[src/rtl/meas_run_ctrl.sv]
// Measurement run controller: turns host commands into gate start/stop/clr controls and times/counts each run.
// Optional photon counter is built only when MEAS_RUN_CTRL_PHOTON_CNT_EN is defined; otherwise photon_cnt reads 0.
module meas_run_ctrl #(
  parameter int TICK_W  = 32,
  parameter int CNT_W   = 32,
  parameter int CLR_LEN = 256
) (
  input  logic              clk,
  input  logic              rst_n,
  input  logic              cmd_valid,
  output logic              cmd_ready,
  input  logic [1:0]        cmd_op,
  input  logic [TICK_W-1:0] duration,
  input  logic              tick,
  input  logic              sin,
  output logic              start,
  output logic              stop,
  output logic              clr,
  output logic              running,
  output logic              done,
  output logic              cmd_err,
  output logic [TICK_W-1:0] elapsed,
  output logic [CNT_W-1:0]  photon_cnt,
  output logic [1:0]        state
);

  typedef enum logic [1:0] {
    IDLE  = 2'd0,
    CLEAR = 2'd1,
    RUN   = 2'd2,
    HOLD  = 2'd3
  } state_e;

  localparam logic [1:0] OP_START = 2'b01;
  localparam logic [1:0] OP_STOP  = 2'b10;
  localparam logic [1:0] OP_ABORT = 2'b11;

  localparam int CW = (CLR_LEN > 1) ? $clog2(CLR_LEN) : 1;
  localparam logic [CW-1:0] CLR_LAST = CW'(CLR_LEN - 1);

  state_e            state_q, state_d;
  logic [TICK_W-1:0] dur_q, dur_d;
  logic [TICK_W-1:0] elapsed_q, elapsed_d;
  logic [CW-1:0]     clr_cnt_q, clr_cnt_d;
  logic              start_q, start_d;
  logic              stop_q, stop_d;
  logic              done_q, done_d;
  logic              err_q, err_d;
  logic              clr_q, running_q;

  logic cmd_acc;
  logic in_run;
  logic auto_stop;
  logic cnt_zero;

  assign cmd_ready = (state_q != CLEAR);
  assign cmd_acc   = cmd_valid && cmd_ready;
  assign in_run    = (state_q == RUN);
  assign auto_stop = in_run && tick && (dur_q != '0) && (elapsed_q == dur_q - TICK_W'(1));
  // Counters restart on a fresh start from IDLE and on any abort.
  assign cnt_zero  = cmd_acc && ((cmd_op == OP_ABORT) || ((state_q == IDLE) && (cmd_op == OP_START)));

  always_comb begin
    elapsed_d = elapsed_q;
    if (cnt_zero) begin
      elapsed_d = '0;
    end else if (in_run && tick && (elapsed_q != '1)) begin
      elapsed_d = elapsed_q + TICK_W'(1);
    end
  end

  always_comb begin
    state_d   = state_q;
    dur_d     = dur_q;
    clr_cnt_d = clr_cnt_q;
    start_d   = 1'b0;
    stop_d    = 1'b0;
    done_d    = 1'b0;
    err_d     = 1'b0;
    case (state_q)
      IDLE: begin
        if (cmd_acc) begin
          if (cmd_op == OP_START) begin
            dur_d     = duration;
            clr_cnt_d = CLR_LAST;
            state_d   = CLEAR;
          end else if (cmd_op == OP_STOP) begin
            err_d = 1'b1;
          end
        end
      end
      CLEAR: begin
        if (clr_cnt_q == '0) begin
          state_d = RUN;
          start_d = 1'b1;
        end else begin
          clr_cnt_d = clr_cnt_q - CW'(1);
        end
      end
      RUN: begin
        if (auto_stop) begin
          stop_d  = 1'b1;
          done_d  = 1'b1;
          state_d = HOLD;
        end
        // An abort overrides a coincident auto-stop, so no done is reported.
        if (cmd_acc) begin
          case (cmd_op)
            OP_START: err_d = 1'b1;
            OP_STOP: begin
              stop_d  = 1'b1;
              state_d = HOLD;
            end
            OP_ABORT: begin
              stop_d  = 1'b1;
              done_d  = 1'b0;
              state_d = IDLE;
            end
            default: ;
          endcase
        end
      end
      HOLD: begin
        if (cmd_acc) begin
          case (cmd_op)
            OP_START: begin
              if ((dur_q != '0) && (elapsed_q >= dur_q)) begin
                err_d = 1'b1;
              end else begin
                start_d = 1'b1;
                state_d = RUN;
              end
            end
            OP_STOP:  err_d   = 1'b1;
            OP_ABORT: state_d = IDLE;
            default: ;
          endcase
        end
      end
      default: state_d = IDLE;
    endcase
  end

  always_ff @(posedge clk or negedge rst_n) begin
    if (!rst_n) begin
      state_q   <= IDLE;
      dur_q     <= '0;
      elapsed_q <= '0;
      clr_cnt_q <= '0;
      start_q   <= 1'b0;
      stop_q    <= 1'b0;
      done_q    <= 1'b0;
      err_q     <= 1'b0;
      clr_q     <= 1'b0;
      running_q <= 1'b0;
    end else begin
      state_q   <= state_d;
      dur_q     <= dur_d;
      elapsed_q <= elapsed_d;
      clr_cnt_q <= clr_cnt_d;
      start_q   <= start_d;
      stop_q    <= stop_d;
      done_q    <= done_d;
      err_q     <= err_d;
      clr_q     <= (state_d == CLEAR);
      running_q <= (state_d == RUN);
    end
  end

`ifdef MEAS_RUN_CTRL_PHOTON_CNT_EN
  logic [CNT_W-1:0] photon_q, photon_d;

  always_comb begin
    photon_d = photon_q;
    if (cnt_zero) begin
      photon_d = '0;
    end else if (in_run && sin && (photon_q != '1)) begin
      photon_d = photon_q + CNT_W'(1);
    end
  end

  always_ff @(posedge clk or negedge rst_n) begin
    if (!rst_n) begin
      photon_q <= '0;
    end else begin
      photon_q <= photon_d;
    end
  end

  assign photon_cnt = photon_q;
`else
  logic sin_unused;
  assign sin_unused = sin;
  assign photon_cnt = '0;
`endif

  assign start   = start_q;
  assign stop    = stop_q;
  assign clr     = clr_q;
  assign running = running_q;
  assign done    = done_q;
  assign cmd_err = err_q;
  assign elapsed = elapsed_q;
  assign state   = state_q;

endmodule

[config.mk]
export PLATFORM = sky130hd
export DESIGN_NAME = meas_run_ctrl
export DESIGN_NICKNAME = d
export VERILOG_FILES = /design/src/rtl/meas_run_ctrl.sv
export SDC_FILE = /design/constraint.sdc
export NUM_CORES = 1
export LEC_CHECK = 0
export ABC_AREA = 1
export BUFFER_PORTS_ARGS = -buffer_cell sky130_fd_sc_hd__buf_2
export CAP_MARGIN = 20
export CORE_MARGIN = 2
export CORE_UTILIZATION = 60
export CTS_BUF_LIST = sky130_fd_sc_hd__clkbuf_2 sky130_fd_sc_hd__clkbuf_4 sky130_fd_sc_hd__clkbuf_8
export DETAILED_ROUTE_END_ITERATION = 6
export PLACE_DENSITY = 0.81
export RECOVER_POWER = 25
export SYNTH_ARGS = -nofsm -noshare
export SYNTH_HDL_FRONTEND = slang
export SYNTH_SLANG_ARGS = --single-unit
[constraint.sdc]
create_clock -name clk -period 6.3 [get_ports clk]
set_clock_uncertainty 0.05 [all_clocks]
set_input_delay 0 -clock clk [delete_from_list [all_inputs] [get_ports clk]]
set_output_delay 0 -clock clk [all_outputs]
set_load 0.03 [all_outputs]
==> impl.org <==
** Placed design
- Setup slack at placement :: 3.12 ns
- Summing all placed instances gives a cell area of 6890 um^2.
- Placed wire-length estimate after detailed placement :: 14,200 um
- Port buffering added 78 buffers.
- Routability cong. :: 1.01

** Yosys
- Sequential cells were found to cover 30.9% of the synthesized design area.
- Yosys warnings :: 0
- Most used flip-flop cell after synthesis :: dfrtp_1
- Number of synthesized register bits :: 80
- Synthesis handed over a netlist of 929 instances.
- Cell accounting for the most synthesized area :: dfrtp_1
- Leading post-synthesis cells by cell area :: dfrtp_1 31%, nand2_1 13%, ha_1 7.7%, nor2_1 6.5%, inv_1 6.4%
- Averaged over all synthesized cells, the footprint is 6.98 um^2.
- Counting flops with a built-in enable in the synthesized netlist gives 0.
- Netlist cell types :: 48
- Area share of the leading cell type in the synthesized netlist :: 30.9%
- The mapped netlist covers 6480 um^2.
- Counting flops with an async set or reset pin after synthesis yields a share of 100%.

** Die
- The die covers 11,600 um^2.
- Starting utilization of the core area :: 62.2%
- Area of the core :: 10,400 um^2
- In this run the horizontal extent of the chip is 108 um.
- Vertical die dimension :: 108 um
- During I/O placement, the number of pins put on the boundary was 112.
- Number of rows created at floorplan :: 37

** Worst setup path
- Depth of the worst register-to-register path :: 10
- Data on the critical path arrives at its endpoint at 3.78 ns.
- The largest single stage delay on the critical path is 2.10 ns.
- Along the worst path, the maximum fanout reaches 52.
- The setup path with the least slack is of type in2async.
- CP max-delay cell :: clkbuf_1
- Cell-by-cell listing of the critical path :: dlygate4sd3_1 -> clkbuf_1 -> clkbuf_1
- The number of buffers and inverters on the critical path is 3.
- The cell that appears most often on the critical path is clkbuf_1.
- STA classifies the critical path endpoint as an asynchronous set/reset pin.
- Stages on the worst setup path :: 3
- The cell family contributing the most delay on the critical path is buffers and inverters.
- The worst setup path is launched from a primary input.
- Data on the critical path is required at its endpoint by 6.12 ns.

** Layout
- Multi-input combinational cell area :: 3870 um^2
- At the end of the flow the core is filled with cells to 71.1%.
- Once layout is done, the placed cells without fillers occupy 7400 um^2.
- In the final layout, the share of cells above drive strength 1 is 13.9%.
- Signed area change from the synthesized netlist to the final layout :: 14.2%
- Diodes inserted :: 0
- Net count, final :: 1,119
- Summing all flip-flop and latch instances after layout gives 2000 um^2.
- Fill cells :: 910

** Run status
- Failing checks :: capacitance limit, slew limit
- The flow ran to the end, but the final reports show violations.

** Clock tree
- The number of hold buffers added after CTS was 33.
- The root buffer cell chosen for the clock tree is clkbuf_8.
- Clock tree synthesis found a total of 80 sinks.
- TritonCTS built the clock tree.
- Buffers added to address setup during post-CTS repair amount to 0.
- Clock-pin slew was measured on the worst setup and hold paths at 0.09 ns.
- Clock latency of the later-clocked register in the worst-skew pair :: 0.37 ns
- The H-tree was split into 3 levels.
- Buffers from clock root to sink, at most :: 2
- PostCTS Resize Cnt :: 0
- Number of buffers added by the clock tree synthesis step :: 9

** Global route
- The number of antenna violations at the first check in global routing came to 0.
- For this run the aggregate overflow at the end of global routing stands at 0.
- Entering global routing, the biggest net connects 81 pins.
- For this run, the total global-route usage over all layers was measured as 33.5%.
- The via count of the first global-routing pass was 5,968.
- First-pass GRT wire length :: 29,800 um

** Drt
- Vias per inst :: 5.53
- After detailed routing, the average wire length per cell comes to 15.9 um.
- Wire length after detailed routing :: 18,800 um
- Total via count in the routed design :: 6,533
- After detailed routing, the number of remaining DRC violations is 0.
- The detail route stage leaves a number of antenna-violating nets equal to 0.
- Count of TritonRoute iterations in the first routing pass :: 6
- Iter 0 DRT Violations :: 538

** STA
- Static timing analysis puts the maximum clock frequency at 252 MHz.
- Slew at the pin with the worst max-slew slack :: 2.85 ns
- Hold slack :: 0.0349 ns
- Setup repair after global routing left no endpoint under its margin.
- Pins over their slew limit :: 83
- Of the available clock period, the critical path in the final layout requires 62.9%.
- Post-Route Setup TNS :: 0 ns
- In this run the tightest slew margin relative to its limit is -90.2%.
- Worst setup slack after layout :: 2.34 ns
- Setup violations remaining at the end of the flow were counted as 0.
- Hold Vio Cnt, Final :: 0
- Min Clock Period, post-route :: 3.96 ns

** Min path
- Hold path cells :: 4
- Type of the tightest min-delay check :: in2reg

** Power
- In this run the static leakage power is 0.00371 uW.
- Areal power density over the cells :: 340 nW/um^2
- VDD IR max :: 0.235 mV

** Flow run
- Number of max-cap violations :: 2
through the flow:
step | total power (uW) | instances
5_1_grt | 2720 | 1181
3_5_place_dp | 2100 | 1131
2_1_floorplan | 1790 | 960
6_report | 2520 | 1181
3_3_place_gp | 2080 | 1131
4_1_cts | 2490 | 1180
layout by cell type (no fill, tap or decap), types with 9 or more instances in the layout:
| cell | instances |
|---|---|
| o21ai_0 | 63 |
| inv_1 | 110 |
| xor2_1 | 25 |
| ha_1 | 40 |
| dfrtp_1 | 80 |
| nand3_1 | 53 |
| clkbuf_8 | 10 |
| nor2_2 | 18 |
| nor2_1 | 113 |
| buf_2 | 77 |
| nand2_1 | 220 |
| nand4_1 | 20 |
| conb_1 | 32 |
| a21oi_1 | 38 |
| dlygate4sd3_1 | 33 |
| nor3_1 | 22 |
| xnor2_1 | 9 |
cell families (layout without fill, tap and decap cells):
group	after synthesis	count (layout)	share of synthesized area, %
compound gates	124	124	10.5
xor+xnor	35	35	4.94
fa+ha+maj	40	40	7.72
buf+inv	160	245	11.2
flops	80	80	30.9
other cells	1	32	0.0579
simple gates	489	489	34.7
power by group:
group          internal (uW)  total, uW  switching [uW]
Combinational            434       1290             861
Clock                    158        373             215
Sequential               660        849             189
Total                   1250       2520            1260
metal layers:
metal	global-route usage (%)	share of wire [%]	vias up
met5	0	0	-
met4	11.4	2.2	0
met3	7.35	10	37
met2	52.9	45	314
met1	45.8	42	2993
li1	-	-	3189
cells in the mapped netlist, drive strengths merged (21+ instances only):
library cell	number
ha	40
dfrtp	80
nor2	137
inv	115
nand3	56
buf	36
nand2	227
a21oi	38
nor3	26
o21ai	69
nand4	21
xor2	25
layout make-up:
type / count / area share, %
clock buffers: 10 / 1.86
well taps: 136 / 2.30
inverters: 115 / 5.83
repair buffers: 114 / 9.97
multi-input cells: 720 / 52.3
flip-flops and latches: 80 / 27.0
clock inverters: 6 / 0.676
flip-flops by register name, indices dropped and copies added (netlist names):
signal     cells
state          2
done           1
stop           1
cmd_err        1
clr_cnt_q      8
running        1
elapsed       32
start          1
dur_q         32
clr            1
worst register-to-register path: stages (launching register included):
cell     delay (ns)
dfrtp_1        0.46
nor3_4         0.74
buf_4          0.50
nor2_1         0.12
buf_4          0.22
inv_1          0.41
nor2_1         0.15
nor2_1         0.16
nand2_1        0.08
o21ai_0        0.16
a21oi_1        0.05
final timing paths:
path,to,slack (ns),from
hold reg to reg,clr_cnt_q[7]$_DFFE_PN0P_,0.46,clr_cnt_q[7]$_DFFE_PN0P_
min in group asynchronous,elapsed[1]$_DFFE_PN0P_,0.49,rst_n
max in group clk,elapsed[17]$_DFFE_PN0P_,3.09,state[1]$_DFF_PN0_
setup reg to reg,elapsed[17]$_DFFE_PN0P_,3.09,state[1]$_DFF_PN0_
hold / removal,cmd_err$_DFF_PN0_,0.03,cmd_op[1]
setup / recovery,dur_q[25]$_DFFE_PN0P_,2.34,rst_n
No activity file was read; power rests on OpenSTA's default activity.
